File: src/rtl/pe_mac_sat_if.sv
// rtl/pe_mac_sat_if.sv - operand, forwarding and partial-sum signals of one systolic PE
// master drives operands into a PE; slave is the PE side.
interface pe_mac_sat_if #(
  parameter int DATA_WIDTH = 16
);
  logic                  valid_i;
  logic                  clear_i;
  logic [DATA_WIDTH-1:0] srca_i;
  logic [DATA_WIDTH-1:0] srcb_i;
  logic                  valid_o;
  logic                  clear_o;
  logic [DATA_WIDTH-1:0] srca_o;
  logic [DATA_WIDTH-1:0] srcb_o;
  logic [DATA_WIDTH-1:0] psum_o;
  logic                  psum_valid_o;
  logic                  ovf_o;

  modport master (
    output valid_i, clear_i, srca_i, srcb_i,
    input  valid_o, clear_o, srca_o, srcb_o, psum_o, psum_valid_o, ovf_o
  );

  modport slave (
    input  valid_i, clear_i, srca_i, srcb_i,
    output valid_o, clear_o, srca_o, srcb_o, psum_o, psum_valid_o, ovf_o
  );
endinterface

File: src/rtl/pe_mac_sat.sv
// rtl/pe_mac_sat.sv - systolic PE: signed fixed-point MAC with guard bits, rounding, saturation
// Two-stage pipeline: product register, then accumulator; psum is scaled combinationally from acc.
module pe_mac_sat #(
  parameter int DATA_WIDTH = 16,
  parameter int FRAC_BITS  = 8,
  parameter int ACC_WIDTH  = 40,
  parameter int SATURATE   = 1,
  parameter int ROUND      = 1
) (
  input logic          clk_i,
  input logic          rst_i,
  pe_mac_sat_if.slave  bus
);

  localparam int PW = 2 * DATA_WIDTH;
  localparam int HW = ACC_WIDTH - DATA_WIDTH + 2;

  localparam logic signed [ACC_WIDTH-1:0]  ACC_MAX  = {1'b0, {(ACC_WIDTH-1){1'b1}}};
  localparam logic signed [ACC_WIDTH-1:0]  ACC_MIN  = {1'b1, {(ACC_WIDTH-1){1'b0}}};
  localparam logic [DATA_WIDTH-1:0]        PSUM_MAX = {1'b0, {(DATA_WIDTH-1){1'b1}}};
  localparam logic [DATA_WIDTH-1:0]        PSUM_MIN = {1'b1, {(DATA_WIDTH-1){1'b0}}};
  localparam logic signed [ACC_WIDTH:0]    HALF     =
    (ROUND != 0) ? ((ACC_WIDTH+1)'(1) << (FRAC_BITS-1)) : '0;

  // Scale an accumulator value down to psum precision, one guard bit wide so the rounding add cannot wrap.
  function automatic logic signed [ACC_WIDTH:0] f_scale(input logic signed [ACC_WIDTH-1:0] acc);
    logic signed [ACC_WIDTH:0] w_r;
    w_r = (ACC_WIDTH+1)'(acc) + HALF;
    return w_r >>> FRAC_BITS;
  endfunction

  function automatic logic f_out_of_range(input logic signed [ACC_WIDTH:0] s);
    logic [HW-1:0] w_hi;
    w_hi = s[ACC_WIDTH:DATA_WIDTH-1];
    return !((&w_hi) || !(|w_hi));
  endfunction

  logic [DATA_WIDTH-1:0]        r_srca;
  logic [DATA_WIDTH-1:0]        r_srcb;
  logic                         r_valid;
  logic                         r_clear;
  logic signed [PW-1:0]         r_p;
  logic                         r_pv;
  logic                         r_pc;
  logic signed [ACC_WIDTH-1:0]  r_acc;
  logic                         r_ovf;
  logic                         r_psum_valid;

  logic signed [DATA_WIDTH-1:0] w_a;
  logic signed [DATA_WIDTH-1:0] w_b;
  logic signed [PW-1:0]         w_prod;
  logic signed [ACC_WIDTH-1:0]  w_p_ext;
  logic signed [ACC_WIDTH:0]    w_sum;
  logic                         w_acc_ovf;
  logic signed [ACC_WIDTH-1:0]  w_sum_fit;
  logic signed [ACC_WIDTH-1:0]  w_acc_next;
  logic                         w_ovf_next;
  logic signed [ACC_WIDTH:0]    w_s_next;
  logic                         w_next_oor;
  logic signed [ACC_WIDTH:0]    w_s;
  logic                         w_psum_oor;
  logic [DATA_WIDTH-1:0]        w_psum;

  assign w_a    = bus.srca_i;
  assign w_b    = bus.srcb_i;
  // The true product always fits in PW bits, so the low half of a PW x PW multiply is exact.
  assign w_prod = PW'(w_a) * PW'(w_b);

  assign w_p_ext   = ACC_WIDTH'(r_p);
  assign w_sum     = (ACC_WIDTH+1)'(r_acc) + (ACC_WIDTH+1)'(w_p_ext);
  assign w_acc_ovf = w_sum[ACC_WIDTH] ^ w_sum[ACC_WIDTH-1];

  always_comb begin
    w_sum_fit = w_sum[ACC_WIDTH-1:0];
    if (w_acc_ovf && (SATURATE != 0)) begin
      w_sum_fit = w_sum[ACC_WIDTH] ? ACC_MIN : ACC_MAX;
    end
  end

  always_comb begin
    w_acc_next = r_acc;
    w_ovf_next = r_ovf;
    if (r_pc) begin
      w_acc_next = r_pv ? w_p_ext : '0;
      w_ovf_next = 1'b0;
    end else if (r_pv) begin
      w_acc_next = w_sum_fit;
      w_ovf_next = r_ovf | w_acc_ovf;
    end
  end

  // The psum range check looks at the value acc is about to take, so ovf_o rises with it.
  assign w_s_next   = f_scale(w_acc_next);
  assign w_next_oor = f_out_of_range(w_s_next);

  assign w_s        = f_scale(r_acc);
  assign w_psum_oor = f_out_of_range(w_s);

  always_comb begin
    w_psum = w_s[DATA_WIDTH-1:0];
    if (w_psum_oor && (SATURATE != 0)) begin
      w_psum = w_s[ACC_WIDTH] ? PSUM_MIN : PSUM_MAX;
    end
  end

  always_ff @(posedge clk_i) begin
    if (rst_i) begin
      r_srca       <= '0;
      r_srcb       <= '0;
      r_valid      <= 1'b0;
      r_clear      <= 1'b0;
      r_p          <= '0;
      r_pv         <= 1'b0;
      r_pc         <= 1'b0;
      r_acc        <= '0;
      r_ovf        <= 1'b0;
      r_psum_valid <= 1'b0;
    end else begin
      r_srca       <= bus.srca_i;
      r_srcb       <= bus.srcb_i;
      r_valid      <= bus.valid_i;
      r_clear      <= bus.clear_i;
      r_p          <= w_prod;
      r_pv         <= bus.valid_i;
      r_pc         <= bus.clear_i;
      r_acc        <= w_acc_next;
      r_ovf        <= w_ovf_next | (r_pv & w_next_oor);
      r_psum_valid <= r_pv;
    end
  end

  assign bus.srca_o       = r_srca;
  assign bus.srcb_o       = r_srcb;
  assign bus.valid_o      = r_valid;
  assign bus.clear_o      = r_clear;
  assign bus.psum_o       = w_psum;
  assign bus.psum_valid_o = r_psum_valid;
  assign bus.ovf_o        = r_ovf;

endmodule

File: src/flat_wrapper.sv
// flat-port wrapper written by rule: the top's interface ports become plain ports
module pe_mac_sat_flat 
#(
  parameter int DATA_WIDTH = 16,
  parameter int FRAC_BITS  = 8,
  parameter int ACC_WIDTH  = 40,
  parameter int SATURATE   = 1,
  parameter int ROUND      = 1
)
  (clk_i, rst_i, bus_valid_i, bus_clear_i, bus_srca_i, bus_srcb_i, bus_valid_o, bus_clear_o, bus_srca_o, bus_srcb_o, bus_psum_o, bus_psum_valid_o, bus_ovf_o);
  pe_mac_sat_if #(.DATA_WIDTH(DATA_WIDTH)) bus_i ();
  input logic clk_i;
  input logic rst_i;
  input wire logic [$bits(bus_i.valid_i)-1:0] bus_valid_i;
  input wire logic [$bits(bus_i.clear_i)-1:0] bus_clear_i;
  input wire logic [$bits(bus_i.srca_i)-1:0] bus_srca_i;
  input wire logic [$bits(bus_i.srcb_i)-1:0] bus_srcb_i;
  output wire logic [$bits(bus_i.valid_o)-1:0] bus_valid_o;
  output wire logic [$bits(bus_i.clear_o)-1:0] bus_clear_o;
  output wire logic [$bits(bus_i.srca_o)-1:0] bus_srca_o;
  output wire logic [$bits(bus_i.srcb_o)-1:0] bus_srcb_o;
  output wire logic [$bits(bus_i.psum_o)-1:0] bus_psum_o;
  output wire logic [$bits(bus_i.psum_valid_o)-1:0] bus_psum_valid_o;
  output wire logic [$bits(bus_i.ovf_o)-1:0] bus_ovf_o;
  assign bus_i.valid_i = bus_valid_i;
  assign bus_i.clear_i = bus_clear_i;
  assign bus_i.srca_i = bus_srca_i;
  assign bus_i.srcb_i = bus_srcb_i;
  assign bus_valid_o = bus_i.valid_o;
  assign bus_clear_o = bus_i.clear_o;
  assign bus_srca_o = bus_i.srca_o;
  assign bus_srcb_o = bus_i.srcb_o;
  assign bus_psum_o = bus_i.psum_o;
  assign bus_psum_valid_o = bus_i.psum_valid_o;
  assign bus_ovf_o = bus_i.ovf_o;
  pe_mac_sat #(.DATA_WIDTH(DATA_WIDTH), .FRAC_BITS(FRAC_BITS), .ACC_WIDTH(ACC_WIDTH), .SATURATE(SATURATE), .ROUND(ROUND)) u_core (.clk_i(clk_i), .rst_i(rst_i), .bus(bus_i));
endmodule
File: config.mk
export PLATFORM = sky130hd
export DESIGN_NAME = pe_mac_sat_flat
export DESIGN_NICKNAME = d
export VERILOG_FILES = /design/src/rtl/pe_mac_sat_if.sv /design/src/rtl/pe_mac_sat.sv /design/src/flat_wrapper.sv
export SDC_FILE = /design/constraint.sdc
export NUM_CORES = 1
export LEC_CHECK = 0
export CORE_ASPECT_RATIO = 1.1
export CORE_MARGIN = 1.5
export CORE_UTILIZATION = 25
export DETAILED_ROUTE_END_ITERATION = 10
export PLACE_DENSITY_LB_ADDON = 0.05
export RECOVER_POWER = 25
export REMOVE_ABC_BUFFERS = 1
export SYNTH_ARGS = -nofsm -noshare
export SYNTH_HDL_FRONTEND = slang
export SYNTH_SLANG_ARGS = --single-unit
export TNS_END_PERCENT = 30
File: constraint.sdc
create_clock -name clk_i -period 9.8 [get_ports clk_i]
set_input_delay 1.47 -clock clk_i [delete_from_list [all_inputs] [get_ports clk_i]]
set_output_delay 1.47 -clock clk_i [all_outputs]
set_load 0.1 [all_outputs]
==> results of run 1 <==
[flip-flops by register name (all words and copies together) (netlist names)]
name and cells:
u_core.r_p 32, u_core.bus.ovf_o 1, u_core.bus.srcb_o 16, u_core.bus.clear_o 1, u_core.bus.psum_valid_o 1, u_core.bus.srca_o 16, u_core.r_acc 40, u_core.bus.valid_o 1
[layout by cell type, fill, tap and decap left out, drive strengths merged, types with 46 or more instances in the layout]
cell type,count
inv,329
fa,263
nand2,254
ha,125
nor2,125
and2,111
dfxtp,108
a21oi,92
o21ai,83
clkdlybuf4s50,59
xnor2,46
[area by class of cell]
cell class	count	share of cell area
multi-input cells	1566	0.6989
well taps	927	0.05924
flip-flops and latches	108	0.1104
clock buffers	9	0.01150
repair buffers	109	0.05202
clock inverters	7	0.005240
inverters	327	0.06269
[metal layers]
layer | routed length, um | vias up | global-route usage
met3 | 1399 | 32 | 0.01719
met1 | 27950 | 7010 | 0.2226
met5 | 0 | - | 0
met4 | 764 | 0 | 0.03626
met2 | 27880 | 210 | 0.2898
li1 | - | 6875 | -
[stage by stage]
step           hold slack, ns  instance area (um2)  std cells
2_1_floorplan          0.4301                17060       2001
3_3_place_gp           0.4457                19270       3037
3_5_place_dp           0.4572                19270       3037
5_1_grt                0.4937                19580       3053
4_1_cts                0.4717                19590       3053
6_report               0.4675                19580       3053
[cells by family after synthesis]
family | share of synthesized area
muxes | 0.005821
DFF | 0.1242
AOI/OAI and AO/OA | 0.1447
xor gates and xnor gates | 0.03823
buffers and inverters | 0.09062
and+or+nand+nor | 0.2042
adders and majority gates | 0.3922
[worst register-to-register path: cells and delay by family (launching register included)]
family                     cells  cell delay (ns)
AOI/OAI and AO/OA             15             4.25
buffers and inverters          3             1.20
and+or+nand+nor                4             0.93
adders and majority gates      2             0.67
DFF                            1             0.48
xor gates and xnor gates       1             0.17
[path summary, 6_finish.rpt]
kind	start	to	slack, ns
max	bus_srcb_i[4]	u_core.r_p[31]	1.19
min	u_core.r_acc[6]	u_core.r_acc[6]	0.47
max reg2reg	u_core.r_acc[18]	u_core.bus.ovf_o	2.00
min reg2reg	u_core.r_acc[6]	u_core.r_acc[6]	0.47
==> run summary, run 1 <==
Outcome -> complete, but fails checks
Failing checks -> max-capacitance violations, max-slew violations
Detailed-route wire length -> 57.99 mm
Startpoint types -> input port
Initial antenna violation count -> 1
Number of cells on the critical path -> 23
Count leader, synth -> inv_1
Fin Setup TNS -> 0 ns
CP delay by family, top -> adder cells
Max-cap viol count -> 3
Crit Path Category -> input port to flop
CTS tree -> yes
Post-synth EDFFs -> 0
CP peak stage delay -> 1.20 ns
Die Y -> 279.8 um
F_max -> 116.2 MHz
Worst-skew pair later-pin latency -> 0.41 ns
Via count -> 14130
Ys flop type -> dfxtp_1
Max-slew violation count -> 138
Clock Root Buffer -> clkbuf_16
Clock Skews -> 0.01928 ns
Clock Sinks -> 108
Fillers -> 7564
Sequential share of the synthesized area -> 0.1242
FF/Latch Area -> 2162 um2
Syn Area/Cell -> 8.339 um2
Die Span X -> 254.6 um
Hold crit path type -> flop to flop
Cell count after synthesis -> 2088
Post-CTS Repair Setup Buffers -> 0
Row cnt -> 101
Synthesized area -> 17410 um2
WP buf/inv -> 7
Vias in the first global route -> 15220
Initial DRC Count -> 629
Final period util -> 0.8784
Largest net degree at the start of global routing -> 59
Tot GR Track Use -> 0.1670
Slowest CP cell -> dlygate4sd3_1
Slew headroom -> -0.9966
Fraction of layout cells with a size suffix above 1 -> 0.03434
Post-cts gate resize count -> 0
Io pins -> 88
Yosys warns -> 0
Final core occ -> 0.2838
Port bufs -> 87
Total Nets Final -> 2545
Final setup margin -> 1.192 ns
CP Data Required Time -> 9.95 ns
Main area contributors after synthesis -> fa_1 (30%), dfxtp_1 (12%), ha_1 (9.0%)
Core ar. -> 69000 um2
Seq cells post-synth -> 108
Crit-path max FO -> 17
Actual slew at the worst max-slew pin -> 2.995 ns
Initial core utilization -> 0.2523
Area Growth Syn to Fin -> 12.45%
CTS Hold Bufs -> 0
Post-route ant nets -> 0
Total Die Area -> 71240 um2
Crit end category -> flop
Clock slew seen by the registers of the worst setup and hold paths -> 0.09 ns
First-pass GRT wire length -> 90.46 mm
H-tree levels -> 3
RSZ-0062 raised after global routing -> false
Count of TritonRoute iterations in the first routing pass -> 6
Post-DR wirelength/cell -> 18.99 um
Top cell by count, worst path -> fa_1
Gr ovfl total -> 0
DRC viols -> 0
Reg2Reg Depth -> 25
Share of the synthesized area in the top cell type -> 0.3024
Setup WS pre-CTS -> 0.8043 ns
Routed vias/inst -> 4.627
Yosys cell types -> 91
Synth cell count leaders -> inv_1 (325), fa_1 (263), nand2_1 (254)
ANT cells -> 0
CP arrival -> 8.76 ns
Final hold violation count -> 0
Setup Viol. Count Final -> 0
Cell type with the highest aggregate area in the netlist -> fa_1
CTS Buf Count -> 9
Crit path cell chain -> dlygate4sd3_1 > nand2_1 > inv_1 > fa_1 > fa_1 > inv_1 > fa_1 > fa_1 > inv_1 > fa_1 > inv_1 > fa_1 > inv_1 > ha_1 > nor3_1 > a2111oi_0 > buf_4 > nor2_1 > a21oi_1 > nand3_1 > nand2_1 > xnor2_1 > nor2_1
Final min period -> 8.608 ns
Detailed Place HPWL -> 46.72 mm
Async S/R FF share, synth -> 0
RePlAce Congestion -> 0.8245
Multi-input gate area -> 13680 um2
Hold Crit Depth -> 2
Clk buf depth -> 2
Power of run 1 is left out: the tool's default activity adds up to more than one toggle a clock period on the data nets, which glitch-free logic cannot reach.
==> inputs of run 2 (changes only) <==
==> constraint.sdc (replaced) <==
create_clock -name clk_i -period 9.35 [get_ports clk_i]
set_input_delay 1.4025 -clock clk_i [delete_from_list [all_inputs] [get_ports clk_i]]
set_output_delay 1.4025 -clock clk_i [all_outputs]
set_load 0.1 [all_outputs]
==> run summary, run 2 (synthesized netlist as in run 1, its figures left out) <==
Met1 Use GR -> 0.2258 (was 0.2226)
Io pins -> 88 (unchanged)
Area Growth Syn to Fin -> 12.67% (was 12.45%)
Via count -> 14120 (was 14130)
Startpoint types -> input port (unchanged)
Row cnt -> 101 (unchanged)
CP Data Required Time -> 9.56 ns (was 9.95 ns)
Port bufs -> 87 (unchanged)
Post-DR wirelength/cell -> 18.73 um (was 18.99 um)
Hold crit path type -> flop to flop (unchanged)
Detailed Place HPWL -> 47.05 mm (was 46.72 mm)
Largest registers -> u_core.r_acc (40), u_core.r_p (32) (unchanged)
Gr ovfl total -> 0 (unchanged)
Clock Skews -> 0.02504 ns (was 0.01928 ns)
Final std cells w/o fill -> 3062 (was 3053)
Final hold violation count -> 0 (unchanged)
Top cell by count, worst path -> fa_1 (unchanged)
CTS Buf Count -> 9 (unchanged)
ANT cells -> 0 (unchanged)
Outcome -> complete, but fails checks (unchanged)
WP buf/inv -> 7 (unchanged)
Failing checks -> max-capacitance violations, max-slew violations (unchanged)
Post-CTS Repair Setup Buffers -> 0 (unchanged)
Vias in the first global route -> 15130 (was 15220)
Largest net degree at the start of global routing -> 44 (was 59)
Fin Setup TNS -> 0 ns (unchanged)
Most flops, register -> u_core.r_acc (unchanged)
Slowest CP cell -> dlygate4sd3_1 (unchanged)
Routed vias/inst -> 4.611 (was 4.627)
Final period util -> 0.9056
Initial DRC Count -> 681 (was 629)
Max-slew violation count -> 106 (was 138)
RSZ-0062 raised after global routing -> false (unchanged)
Total Die Area -> 71240 um2 (unchanged)
Initial antenna violation count -> 1 (unchanged)
Core ar. -> 69000 um2 (unchanged)
First-pass GRT wire length -> 90.27 mm (was 90.46 mm)
Worst-skew pair later-pin latency -> 0.40 ns (was 0.41 ns)
Final setup margin -> 0.8822 ns (was 1.192 ns)
Die Y -> 279.8 um (unchanged)
Crit Path Category -> input port to flop (unchanged)
Crit-path max FO -> 17 (unchanged)
Total Nets Final -> 2554 (was 2545)
Detailed-route wire length -> 57.34 mm (was 57.99 mm)
Post-route ant nets -> 0 (unchanged)
Busiest layer in global routing -> met2 (unchanged)
Post-cts gate resize count -> 0 (unchanged)
Tot GR Track Use -> 0.1667 (was 0.1670)
Most frequent cells in the layout -> inv_1 (325), fa_1 (263), nand2_1 (254) (unchanged)
Actual slew at the worst max-slew pin -> 2.093 ns (was 2.995 ns)
Clock Root Buffer -> clkbuf_16 (unchanged)
Max-cap viol count -> 3 (unchanged)
F_max -> 118.1 MHz
Initial core utilization -> 0.2523 (unchanged)
CP arrival -> 8.68 ns (was 8.76 ns)
CP peak stage delay -> 1.13 ns (was 1.20 ns)
Placed cells -> 3046 (was 3037)
Setup Viol. Count Final -> 0 (unchanged)
Final core occ -> 0.2843 (was 0.2838)
Routing usage on met3 -> 0.01765 (was 0.01719)
Max reg flops -> 40 (unchanged)
H-tree levels -> 3 (unchanged)
Clock slew seen by the registers of the worst setup and hold paths -> 0.09 ns (about the same)
Setup WS pre-CTS -> 0.4667 ns (was 0.8043 ns)
Count of TritonRoute iterations in the first routing pass -> 5 (was 6)
GR Util met2 -> 0.2867 (was 0.2898)
Slew headroom -> -0.3954 (was -0.9966)
CTS tree -> yes (unchanged)
Final min period -> 8.468 ns
Fraction of layout cells with a size suffix above 1 -> 0.03747 (was 0.03434)
Clk buf depth -> 2 (unchanged)
Crit end category -> flop (unchanged)
CTS Hold Bufs -> 0 (unchanged)
RePlAce Congestion -> 0.8340 (was 0.8245)
CP delay by family, top -> adder cells (unchanged)
Clock Sinks -> 108 (unchanged)
Commonest non-fill, non-tap cell in the layout -> inv_1 (unchanged)
DRC viols -> 0 (unchanged)
Die Span X -> 254.6 um (unchanged)
[run 2: cell types whose count changed in the layout (fill, tap and decap cells not counted)]
cell,previous run,this run
buf_4,19,29
clkbuf_1,4,6
clkinv_4,0,2
clkinv_8,2,0
inv_6,2,0
inv_8,2,1
[run 2: area by class of cell]
type | instances | area [um2]
Fill cell | 7562 | 49380
Clock inverter | 4 | 58.81
Sequential cell | 108 | 2162
Timing Repair Buffer | 118 | 1090
Clock buffer | 12 | 236.5
Inverter | 327 | 1227
Tap cell | 927 | 1160
Multi-Input combinational cell | 1566 | 13680
[run 2: path summary, 6_finish.rpt]
| check | slack, ns | to | cells past startpoint | start |
|---|---|---|---|---|
| min reg2reg | 0.47 | u_core.r_acc[0] | 2 | u_core.r_acc[0] |
| max | 0.88 | u_core.r_p[31] | 26 | bus_srcb_i[1] |
| max reg2reg | 1.77 | u_core.bus.ovf_o | 22 | u_core.r_acc[18] |
| min | 0.47 | u_core.r_acc[0] | 2 | u_core.r_acc[0] |
[run 2: worst min-delay path, cell delays in order (launching register included)]
cell and delay (ns):
dfxtp_1 0.32, nand2_1 0.05, a21oi_1 0.05
[run 2: stage by stage]
step                hold WS, ns  cell area, um2
floorplan                0.4301           17060
global placement         0.4466           19330
detailed placement       0.4550           19330
CTS                      0.4691           19630
global route             0.4883           19620
finish                   0.4653           19620
[run 2: routing by layer]
layer	up-vias	wire, um
met2	198	27380
met1	7002	27760
met4	0	719
met3	36	1476
li1	6884	-
met5	-	0
Power of run 2 is left out for the same reason.
==> inputs of run 3 (changes only) <==
--- a/config.mk
+++ b/config.mk
@@ -7,7 +7,7 @@
 export LEC_CHECK = 0
 export CORE_ASPECT_RATIO = 1.1
 export CORE_MARGIN = 1.5
-export CORE_UTILIZATION = 25
+export CORE_UTILIZATION = 55
 export DETAILED_ROUTE_END_ITERATION = 10
 export PLACE_DENSITY_LB_ADDON = 0.05
 export RECOVER_POWER = 25
==> run summary, run 3 (synthesized netlist as in run 1, its figures left out) <==
Fillers -> 2917 (was 7562)
CTS Buf Count -> 9 (unchanged)
CP Data Required Time -> 9.51 ns (was 9.56 ns)
Commonest non-fill, non-tap cell in the layout -> inv_1 (unchanged)
Die Y -> 189.6 um (was 279.8 um)
Row cnt -> 68 (was 101)
Largest net degree at the start of global routing -> 64 (was 44)
Detailed Place HPWL -> 38.60 mm (was 47.05 mm)
Crit Path Category -> input port to flop (unchanged)
Startpoint types -> input port (unchanged)
Detailed-route wire length -> 48.27 mm (was 57.34 mm)
RePlAce Congestion -> 0.9242 (was 0.8340)
Initial DRC Count -> 977 (was 681)
Via count -> 14770 (was 14120)
Max-slew violation count -> 104 (was 106)
Tot GR Track Use -> 0.3020 (was 0.1667)
Vias in the first global route -> 14680 (was 15130)
Hold Crit Depth -> 2 (unchanged)
Slew headroom -> -0.9619 (was -0.3954)
Fraction of layout cells with a size suffix above 1 -> 0.03346 (was 0.03747)
Post-DR wirelength/cell -> 18.98 um (was 18.73 um)
Clock Root Buffer -> clkbuf_16 (unchanged)
Final period util -> 0.8848 (was 0.9056)
Crit end category -> flop (unchanged)
First-pass GRT wire length -> 78.05 mm (was 90.27 mm)
Failing checks -> max-capacitance violations, max-slew violations (unchanged)
F_max -> 120.9 MHz (was 118.1 MHz)
Count of TritonRoute iterations in the first routing pass -> 5 (unchanged)
CTS Hold Bufs -> 0 (unchanged)
Post-CTS Repair Setup Buffers -> 0 (unchanged)
Initial core utilization -> 0.5561 (was 0.2523)
Post-cts gate resize count -> 0 (unchanged)
Clock Sinks -> 108 (unchanged)
Outcome -> complete, but fails checks (unchanged)
Critical Path Start -> bus_srcb_i[1] (unchanged)
RSZ-0062 raised after global routing -> false (unchanged)
Actual slew at the worst max-slew pin -> 2.943 ns (was 2.093 ns)
CTS tree -> yes (unchanged)
Clk buf depth -> 2 (unchanged)
Worst reg2reg endpoint -> u_core.bus.ovf_o (unchanged)
Port bufs -> 87 (unchanged)
Routed vias/inst -> 5.809 (was 4.611)
H-tree levels -> 3 (unchanged)
Gr ovfl total -> 0 (unchanged)
Multi-input gate area -> 13680 um2 (about the same)
Total Nets Final -> 2541 (was 2554)
DRC viols -> 0 (unchanged)
Clock slew seen by the registers of the worst setup and hold paths -> 0.09 ns (about the same)
Core ar. -> 31310 um2 (was 69000 um2)
Area Growth Syn to Fin -> 8.537% (was 12.67%)
Max-cap viol count -> 2 (was 3)
Clock Skews -> 0.01694 ns (was 0.02504 ns)
Max reg flops -> 40 (unchanged)
FF/Latch Area -> 2162 um2 (unchanged)
CP arrival -> 8.43 ns (was 8.68 ns)
Largest registers -> u_core.r_acc (40), u_core.r_p (32) (unchanged)
Worst-skew pair later-pin latency -> 0.39 ns (was 0.40 ns)
Most flops, register -> u_core.r_acc (unchanged)
Final hold violation count -> 0 (unchanged)
Hold crit path type -> flop to flop (unchanged)
Hold Path End -> u_core.r_acc[0] (unchanged)
Die Span X -> 172.6 um (was 254.6 um)
Most frequent cells in the layout -> inv_1 (325), fa_1 (263), nand2_1 (254) (unchanged)
Setup Viol. Count Final -> 0 (unchanged)
Reg2Reg Depth -> 24 (was 22)
Post-route ant nets -> 0 (unchanged)
RR Startpoint -> u_core.r_acc[18] (unchanged)
Total Die Area -> 32740 um2 (was 71240 um2)
Fin Setup TNS -> 0 ns (unchanged)
Initial antenna violation count -> 0 (was 1)
Final min period -> 8.273 ns (was 8.468 ns)
Crit-path max FO -> 17 (unchanged)
Hold Crit Start -> u_core.r_acc[0] (unchanged)
Io pins -> 88 (unchanged)
R2r setup slk -> 2.09 ns (was 1.77 ns)
[run 3: cell types whose count changed in the layout (fill, tap and decap cells not counted), moves of 2 or more]
cell	change
clkdlybuf4s50_1	+24
dlygate4sd3_1	-24
buf_4	-12
clkbuf_1	-4
clkinv_8	+2
[run 3: worst max-delay path by stage]
stage                endpoint  slack [ns]
2_1_floorplan  u_core.r_p[31]        2.33
3_3_place_gp   u_core.r_p[31]        0.84
3_5_place_dp   u_core.r_p[31]        0.81
4_1_cts        u_core.r_p[31]        1.21
5_1_grt        u_core.r_p[31]        0.63
6_report       u_core.r_p[31]        1.08
[run 3: area by class of cell]
type | count | share of cell area
clock inverter | 7 | 0.004304
sequential | 108 | 0.1144
timing repair buffer | 105 | 0.05270
clock buffer | 9 | 0.01192
tap | 420 | 0.02781
antenna | 1 | 0.0001324
inverter | 327 | 0.06495
multi-input combinational | 1566 | 0.7238
[run 3: layer usage]
metal  global-route usage  wire, um  vias up
met3              0.03197      3014       92
met4               0.1113      1553        0
li1                     -         -     6881
met5                    0         0        -
met2               0.4989     22350      575
met1               0.4125     21350     7224
[run 3: critical path: stages]
cell,delay (ns)
clkdlybuf4s50_1,0.96
nand2_1,0.21
inv_1,0.18
fa_1,0.47
fa_1,0.51
fa_1,0.51
inv_1,0.05
fa_1,0.54
inv_1,0.05
fa_1,0.50
fa_1,0.41
ha_1,0.39
a21o_1,0.14
a21o_1,0.13
a21oi_1,0.12
o21ai_0,0.13
o211ai_1,0.19
a21o_1,0.22
a2111oi_0,0.52
buf_4,0.22
nor2_1,0.05
a21oi_1,0.19
nand3_1,0.11
nand2_1,0.08
xnor2_1,0.11
nor2_1,0.05
[run 3: through the flow]
step	hold WS, ns	cell area, um2	util	setup WS [ns]	instances
finish	0.4665	18900	0.6036	1.077	2543
global route	0.4979	18900	0.6035	0.6323	2542
CTS	0.4714	18900	0.6037	1.210	2542
detailed placement	0.4588	18600	0.5940	0.8058	2526
global placement	0.4470	18600	0.5940	0.8374	2526
floorplan	0.4301	17060	-	2.326	2001
Power of run 3 is left out for the same reason.
